===== src/rtl/peb_frm_ctrl_if.sv =====
// rtl/peb_frm_ctrl_if.sv - psum SRAM drain bus between a PE bank and the pooling unit
interface peb_frm_ctrl_if #(
    parameter int ADDR_W = 4
);
    logic              POOL_Rdy;
    logic              POOLPEB_EnRd;
    logic [ADDR_W-1:0] POOLPEB_AddrRd;
    logic              PEBPOOL_VldDat;

    modport master (
        input  POOL_Rdy,
        output POOLPEB_EnRd,
        output POOLPEB_AddrRd,
        output PEBPOOL_VldDat
    );

    modport slave (
        output POOL_Rdy,
        input  POOLPEB_EnRd,
        input  POOLPEB_AddrRd,
        input  PEBPOOL_VldDat
    );
endinterface


===== src/rtl/peb_frm_ctrl.sv =====
// rtl/peb_frm_ctrl.sv - PE bank frame/block sequencer with flow-controlled psum drain
module peb_frm_ctrl #(
    parameter int LENPSUM = 16,
    parameter int ADDR_W  = $clog2(LENPSUM),
    parameter int BLK_W   = 8
) (
    input  logic             clk,
    input  logic             rst,
    input  logic             TOP_StartFrm,
    input  logic [BLK_W-1:0] CFG_NumBlk,
    input  logic             PEC_LstActBlk,
    output logic             CTRLPEB_FrtBlk,
    output logic             CTRLPEB_FnhFrm,
    output logic             CTRL_Idle,
    output logic             CTRL_Err,
    peb_frm_ctrl_if.master   pool
);
    typedef enum logic [2:0] {IDLE, FRT, RUN, WAIT, FNH} frm_state_t;
    typedef enum logic       {DIDLE, DRN} drn_state_t;

    localparam logic [ADDR_W-1:0] ADDR_LAST = ADDR_W'(LENPSUM - 1);

    frm_state_t        frm_state, frm_next;
    drn_state_t        drn_state, drn_next;
    logic [BLK_W-1:0]  blk_cnt, num_blk;
    logic [ADDR_W-1:0] addr;
    logic              vld_dat, err;
    logic              drn_busy, last_blk, en_rd, in_blk;

    // Read data stays valid one cycle past the last enable, so the bank toggle must wait for it too.
    assign drn_busy = (drn_state == DRN) | vld_dat;
    assign last_blk = (blk_cnt == num_blk - BLK_W'(1));
    assign en_rd    = (drn_state == DRN) & pool.POOL_Rdy;
    assign in_blk   = (frm_state == FRT) | (frm_state == RUN);

    always_comb begin
        frm_next = frm_state;
        case (frm_state)
            IDLE: if (TOP_StartFrm) frm_next = FRT;
            FRT, RUN: begin
                if (PEC_LstActBlk) begin
                    if (last_blk) frm_next = drn_busy ? WAIT : FNH;
                    else          frm_next = RUN;
                end
            end
            WAIT: if (!drn_busy) frm_next = FNH;
            FNH:  frm_next = IDLE;
            default: frm_next = IDLE;
        endcase
    end

    always_comb begin
        drn_next = drn_state;
        case (drn_state)
            DIDLE: if (frm_state == FNH) drn_next = DRN;
            DRN:   if (en_rd && addr == ADDR_LAST) drn_next = DIDLE;
            default: drn_next = DIDLE;
        endcase
    end

    always_ff @(posedge clk) begin
        if (rst) begin
            frm_state <= IDLE;
            drn_state <= DIDLE;
            blk_cnt   <= '0;
            num_blk   <= '0;
            addr      <= '0;
            vld_dat   <= 1'b0;
            err       <= 1'b0;
        end else begin
            frm_state <= frm_next;
            drn_state <= drn_next;
            vld_dat   <= en_rd;
            if (frm_state == IDLE && TOP_StartFrm) begin
                num_blk <= (CFG_NumBlk == '0) ? BLK_W'(1) : CFG_NumBlk;
                blk_cnt <= '0;
            end
            if (in_blk && PEC_LstActBlk && !last_blk)
                blk_cnt <= blk_cnt + BLK_W'(1);
            if (PEC_LstActBlk && !in_blk)
                err <= 1'b1;
            if (en_rd)
                addr <= (addr == ADDR_LAST) ? '0 : addr + ADDR_W'(1);
        end
    end

    assign CTRLPEB_FrtBlk      = (frm_state == FRT);
    assign CTRLPEB_FnhFrm      = (frm_state == FNH);
    assign CTRL_Idle           = (frm_state == IDLE);
    assign CTRL_Err            = err;
    assign pool.POOLPEB_EnRd   = en_rd;
    assign pool.POOLPEB_AddrRd = addr;
    assign pool.PEBPOOL_VldDat = vld_dat;
endmodule


===== src/flat_wrapper.sv =====
// flat-port wrapper written by rule: the top's interface ports become plain ports
module peb_frm_ctrl_flat 
#(
    parameter int LENPSUM = 16,
    parameter int ADDR_W  = $clog2(LENPSUM),
    parameter int BLK_W   = 8
)
  (clk, rst, TOP_StartFrm, CFG_NumBlk, PEC_LstActBlk, CTRLPEB_FrtBlk, CTRLPEB_FnhFrm, CTRL_Idle, CTRL_Err, pool_POOL_Rdy, pool_POOLPEB_EnRd, pool_POOLPEB_AddrRd, pool_PEBPOOL_VldDat);
  peb_frm_ctrl_if #(.ADDR_W(ADDR_W)) pool_i ();
  input  logic clk;
  input  logic rst;
  input  logic TOP_StartFrm;
  input  logic [BLK_W-1:0] CFG_NumBlk;
  input  logic PEC_LstActBlk;
  output logic CTRLPEB_FrtBlk;
  output logic CTRLPEB_FnhFrm;
  output logic CTRL_Idle;
  output logic CTRL_Err;
  input wire logic [$bits(pool_i.POOL_Rdy)-1:0] pool_POOL_Rdy;
  output wire logic [$bits(pool_i.POOLPEB_EnRd)-1:0] pool_POOLPEB_EnRd;
  output wire logic [$bits(pool_i.POOLPEB_AddrRd)-1:0] pool_POOLPEB_AddrRd;
  output wire logic [$bits(pool_i.PEBPOOL_VldDat)-1:0] pool_PEBPOOL_VldDat;
  assign pool_i.POOL_Rdy = pool_POOL_Rdy;
  assign pool_POOLPEB_EnRd = pool_i.POOLPEB_EnRd;
  assign pool_POOLPEB_AddrRd = pool_i.POOLPEB_AddrRd;
  assign pool_PEBPOOL_VldDat = pool_i.PEBPOOL_VldDat;
  peb_frm_ctrl #(.LENPSUM(LENPSUM), .ADDR_W(ADDR_W), .BLK_W(BLK_W)) u_core (.clk(clk), .rst(rst), .TOP_StartFrm(TOP_StartFrm), .CFG_NumBlk(CFG_NumBlk), .PEC_LstActBlk(PEC_LstActBlk), .CTRLPEB_FrtBlk(CTRLPEB_FrtBlk), .CTRLPEB_FnhFrm(CTRLPEB_FnhFrm), .CTRL_Idle(CTRL_Idle), .CTRL_Err(CTRL_Err), .pool(pool_i));
endmodule

===== config.mk =====
export PLATFORM = sky130hd
export DESIGN_NAME = peb_frm_ctrl_flat
export DESIGN_NICKNAME = d
export VERILOG_FILES = /design/src/rtl/peb_frm_ctrl_if.sv /design/src/rtl/peb_frm_ctrl.sv /design/src/flat_wrapper.sv
export SDC_FILE = /design/constraint.sdc
export NUM_CORES = 1
export LEC_CHECK = 0
export ABC_CLOCK_PERIOD_IN_PS = 2400
export CORE_MARGIN = 2
export CORE_UTILIZATION = 45
export DETAILED_ROUTE_END_ITERATION = 10
export GPL_TIMING_DRIVEN = 0
export HOLD_SLACK_MARGIN = 0.05
export PLACE_DENSITY = 0.69
export SYNTH_ARGS = -nofsm -noshare
export SYNTH_HDL_FRONTEND = slang
export SYNTH_SLANG_ARGS = --single-unit

===== constraint.sdc =====
create_clock -name clk -period 2.4 [get_ports clk]
set_input_delay 0.24 -clock clk [delete_from_list [all_inputs] [get_ports clk]]
set_output_delay 0.24 -clock clk [all_outputs]
set_load 0.01 [all_outputs]

# Word-level counts from Yosys, hierarchy flattened
# Index checks and enable logic that the tools add are counted.
# totals
register_bits	26
rom_bits	0
out_inout_bits	10
mem_count	0
latchBits	0
ram_bits	0
wordCells	48
in_bits	13
# op_classes
n_mul	0
n_reduce_logical	12
n_bitwise	4
add_sub_neg	3
div	0
shift	0
muxes	13
order_cmp	0
eq_ne	9
# op_table
operator	n
two-way mux 8 bit	3
two-way mux 3 bit	5
one-hot mux 3 bit (3 select lines)	1
adder 8 x 1 -> 8 bit, second input constant	1
equality test 8 bit	1
logical NOT 8 bit	1
subtractor 8 x 1 -> 8 bit, second input constant	1
equality test 3 x 2 -> 1 bit, second input constant	2
!= test 2 bit, second input constant	3
logical AND 1 bit	5
adder 4 x 1 -> 4 bit, second input constant	1
equality test 4 bit, second input constant	1
two-way mux 4 bit	1
equality test 3 x 1 -> 1 bit, second input constant	1
equality test 3 bit, second input constant	1
logical NOT 3 bit	1
AND reduction 3 bit	1
logical NOT 1 bit	2
two-way mux 1 bit	2
OR 1 bit	2
one-hot mux 1 bit (2 select lines)	1
nonzero test 2 bit	1
OR reduction 2 bit	1
bitwise AND 1 bit	1
NOT 1 bit	1

# Longest topological paths before layout
# depth
word_depth	5
mapped_depth	9
ltp_nobuf	9

# Worst setup path before layout
# No wires, ideal clock.
# synth_timing
kind	reg-to-reg
start	reg u_core.num_blk[0]
end	reg u_core.blk_cnt[6]
arrival_ps	2039
path_buffers	0
setup_ps	80
required_time_ps	2320
period_less_slack_ps	2118
path_stages_with_launch	10
slack_ps	282
path_cell_list	dfxtp_1 inv_1 ha_1 nor2b_1 o21a_1 o21ai_0 a211o_1 o21bai_4 or4_4 a211oi_2
# synth_via
elab_chain_cells	5
word_cells_on_any_way	6
cone_classes	add/sub (1); eq/ne (1); mux (1); reduce/logical (3)
# synth_lines
element	line_no	source
from (decl)	peb_frm_ctrl.sv:25	logic [BLK_W-1:0] blk_cnt, num_blk;
from (signal assigned)	peb_frm_ctrl.sv:75	num_blk <= (CFG_NumBlk == '0) ? BLK_W'(1) : CFG_NumBlk;
subtractor 8 x 1 -> 8 bit (*)	peb_frm_ctrl.sv:32	assign last_blk = (blk_cnt == num_blk - BLK_W'(1));
equality test 8 bit (*)	peb_frm_ctrl.sv:32	
logical NOT 1 bit (*)	peb_frm_ctrl.sv:78	if (in_blk && PEC_LstActBlk && !last_blk)
logical AND 1 bit (*)	peb_frm_ctrl.sv:78	
two-way mux 8 bit or nonzero test 2 bit (tied branches)	--	
to (signal assigned)	peb_frm_ctrl.sv:79	blk_cnt <= blk_cnt + BLK_W'(1);
to (decl)	peb_frm_ctrl.sv:25	
# Mark *: on every way between the ends. The rest lies on a longest branch, timed or not.
# A chain may end at the register's enable or synchronous reset.

# Worst setup path after layout
# layout_timing
start	reg u_core.num_blk[0]
end	reg u_core.blk_cnt[2]
# The elaborated chain is that of the path after synthesis.

==> summary.md <==
| Metric | Value |
|---|---|
| Status | `finished clean` |
| Post-DP Area | `~0.0017 mm^2` |
| Die area | `0.003666 mm^2` |
| Post-route cell area | `0.001800 mm^2` |
| RR Endpoint | `u_core.blk_cnt[2]` |
| Post-synth EDFFs | `0` |
| Clock Path Buffers | `2` |
| GR Overflow Total | `0` |
| Hold buffers post-CTS | `0` |
| Initial core utilization | `0.4713` |
| Clock-pin slew on the worst setup and hold paths | `around 0.14 ns` |
| Row count | `20` |
| Sw frac | `0.3712` |
| Post-synth top area share | `0.3617` |
| H-tree depth | `1` |
| Initial antenna violation count | `0` |
| Critical path cell sequence | `inv_1 > ha_2 > nor2b_1 > or3_1 > a211o_1 > o21bai_4 > nor3b_4 > a221o_1` |
| Final Max Slew Viols | `0` |
| Pin count of the biggest net entering global routing | `15` |
| Max transition margin | `0.6412` |
| TritonCTS clock tree | `built` |
| P per Cell Area | `between 700 and 800 mW/mm^2` |
| Data required time of the worst path | `2.69 ns` |
| Sum Neg Setup Slack | `0 ns` |
| Critical R2R Launch | `u_core.num_blk[0]` |
| Die extent in y | `60.55 um` |
| CP bufs+invs | `1` |
| Die width | `60.55 um` |
| Yosys cell types | `45` |
| First-pass GRT wire length | `approximately 5400 um` |
| Comb power frac | `0.435` |
| Number of setup violations in the final report | `0` |
| Clk_lat worst skew | `0.33 ns` |
| # clock sinks | `26` |
| Hold path depth | `3` |
| Detailed-route via count | `1,303` |
| Crit-path leading delay family | `compound AO/OA/AOI/OAI gates` |
| GRT Overall Usage | `0.1914` |
| Placer congestion estimate | `0.7770` |
| Critical path peak fanout | `7` |
| Via-to-Cell Ratio | `roughly 5.3` |
| Worst R2R Setup Slack | `0.15 ns` |
| DR WL/cell | `around 13 um` |
| Worst path depth | `8` |
| Main synth FF type | `dfxtp_1` |
| Hold Path Sink | `u_core.num_blk[3]` |
| Hold Crit Start | `CFG_NumBlk[3]` |
| Synth area leader | `dfxtp_1` |
| Register area share after synthesis | `0.3617` |
| Worst-case reg-to-reg path depth | `8` |
| Post-synth ARST share | `0` |
| Largest stage delay on the critical path | `0.37 ns` |
| DRT antenna net count | `0` |
| Core Footprint | `between 0.003 and 0.004 mm^2` |
| Synthesized cell area | `between 0.001 and 0.0015 mm^2` |
| Synth area leaders | `dfxtp_1 36%, nand2_1 6.3%, xnor2_1 4.9%, xor2_1 4.3%, nor2_1 4.2%` |
| Fin. Hold Viols | `0` |
| Syn Nets | `between 150 and 200` |
| Layout cells sized above 1 | `0.1045` |
| Final Cycle Share | `0.9365` |
| DRT iter0 DRCs | `45` |
| Total Wirelength | `approximately 3100 um` |
| Tmin final | `about 2.2 ns` |
| Syn_area_per_cell | `8.415 um^2` |
| Final net count | `218` |
| I/O pins | `23` |
| Area growth syn-to-layout | `25.13%` |
| Cells after Synth | `171` |
| Worst-Margin Slew | `0.5382 ns` |
| Fmax | `444.9 MHz` |
| Total clock buffers created by CTS | `3` |
| Ys Warns | `0` |
| Critical path launch point type | `flop` |
| Total of max-cap violations | `0` |
| Seq pwr share | `0.396` |
| Worst EP arrival | `2.54 ns` |
| # DRC | `0` |
| P_sw | `~500 uW` |
| 1st-pass router iterations | `4` |
| Max VDD drop | `429.7 uV` |
| Antenna cell count | `0` |
| IO buf count | `22` |
| LEAKAGE | `about 0.00066 uW` |
| Internal power | `846.1 uW` |
| RSZ-0062 raised after global routing | `false` |
| Crit end category | `flop` |
| Crit path max-delay cell type | `dfxtp_4` |
| Hpwl dp | `between 2000 and 2500 um` |
| Yosys reg bits | `26` |
| WS Path Type | `reg -> reg` |
| Clk pwr share | `0.169` |
| Clock Skew | `roughly 0.0027 ns` |
| Clock Tree Root | `clkbuf_4` |
| HP Class | `in -> reg` |
| Vias in the first global route | `between 1,000 and 1,500` |
tightest hold or removal path: stages:
cell             delay, ns
clkdlybuf4s50_1       0.41
nand2_1               0.06
a21oi_1               0.05
how the worst max path moves through the flow:
| stage | slack [ns] | start | end |
|---|---|---|---|
| floorplan | 0.28 | u_core.num_blk[0] | u_core.blk_cnt[6] |
| global placement | 0.13 | u_core.num_blk[0] | u_core.blk_cnt[0] |
| detailed placement | 0.08 | u_core.num_blk[0] | u_core.blk_cnt[0] |
| CTS | 0.05 | u_core.num_blk[0] | u_core.blk_cnt[0] |
| global route | 0.004 | u_core.num_blk[0] | u_core.blk_cnt[2] |
| finish | 0.15 | u_core.num_blk[0] | u_core.blk_cnt[2] |
synth_stat cells (all sizes together) (3+ instances only):
master and count:
inv 4, a21oi 11, ha 3, dfxtp 26, xnor2 8, a221o 3
clkbuf 4, nor3 5, nand2 24, nor2b 4, nand3 7, nand4 3
nor2 16, a211oi 3, nor4b 3, o21ai 4, nor4 3, nor3b 4
xor2 7
layout by cell type (no fill, tap or decap), types with 3 or more instances in the layout:
cell type	synthesis	final
nor3b_1	3	3
xor2_1	7	7
nand4_1	3	3
nand3_1	7	7
nor4b_1	3	3
buf_4	0	4
nor2b_1	4	4
nor2_1	16	16
clkbuf_1	4	4
o21ai_0	4	4
a21oi_1	11	11
nand2_1	24	24
dfxtp_1	26	24
clkdlybuf4s50_1	0	22
nor3_1	4	4
a221o_1	3	3
inv_1	4	4
clkbuf_4	0	3
xnor2_1	8	8
registers in the layout, summed over array words and instances (netlist names):
signal                      cells
u_core.num_blk                  8
u_core.CTRL_Err                 1
u_core.blk_cnt                  8
u_core.drn_state                1
u_core.frm_state                3
u_core.pool.POOLPEB_AddrRd      4
u_core.pool.PEBPOOL_VldDat      1
kinds of logic after synthesis:
logic type                 Yosys count  synth area share
AOI/OAI and AO/OA                   37            0.1878
adders and majority gates            3           0.02609
muxes                                1          0.007826
DFF                                 26            0.3617
xor gates and xnor gates            15           0.09131
buffers and inverters               10           0.02694
and+or+nand+nor                     79            0.2983
metal layers:
metal | routed length [um] | up-vias | track usage
met5 | 0 | - | 0
met4 | 21 | 0 | 0.04658
met3 | 96 | 2 | 0.04051
met2 | 1503 | 22 | 0.3214
met1 | 1496 | 601 | 0.2529
li1 | - | 678 | -
timing repair:
action	in CTS	in global routing
endpoints found under the hold margin	0	0
setup buffers	0	4
gates resized for setup	0	7
endpoints found under the setup margin	0	7
area by class of cell:
type / count / area, um^2
Buffer: 6 / 23.77
Clock buffer: 4 / 36.28
Fill cell: 311 / 1252
Inverter: 4 / 15.01
Multi-Input combinational cell: 135 / 892.1
Sequential cell: 26 / 528.0
Tap cell: 44 / 55.05
Timing Repair Buffer: 26 / 250.2
stage by stage:
| stage | worst slack (ns) | std cells | util | power (uW) | hold slack (ns) |
|---|---|---|---|---|---|
| floorplan | 0.2818 | 171 | - | 927.4 | 0.3760 |
| global placement | 0.1272 | 237 | 0.5615 | 1065 | 0.4526 |
| detailed placement | 0.07982 | 237 | 0.5615 | 1091 | 0.4561 |
| CTS | 0.04695 | 241 | 0.5734 | 1316 | 0.4610 |
| global route | 0.003523 | 245 | 0.5898 | 1447 | 0.4559 |
| finish | 0.1524 | 245 | 0.5898 | 1346 | 0.4646 |
power groups by stage:
| stage | clock, uW | combinational [uW] | sequential (uW) |
|---|---|---|---|
| detailed placement | 0 | 549 | 542 |
| CTS | 232 | 550 | 533 |
| global route | 256 | 650 | 541 |
| floorplan | 0 | 396 | 532 |
| finish | 228 | 585 | 533 |
| global placement | 0 | 525 | 540 |
(Power assumes the default switching activity.)
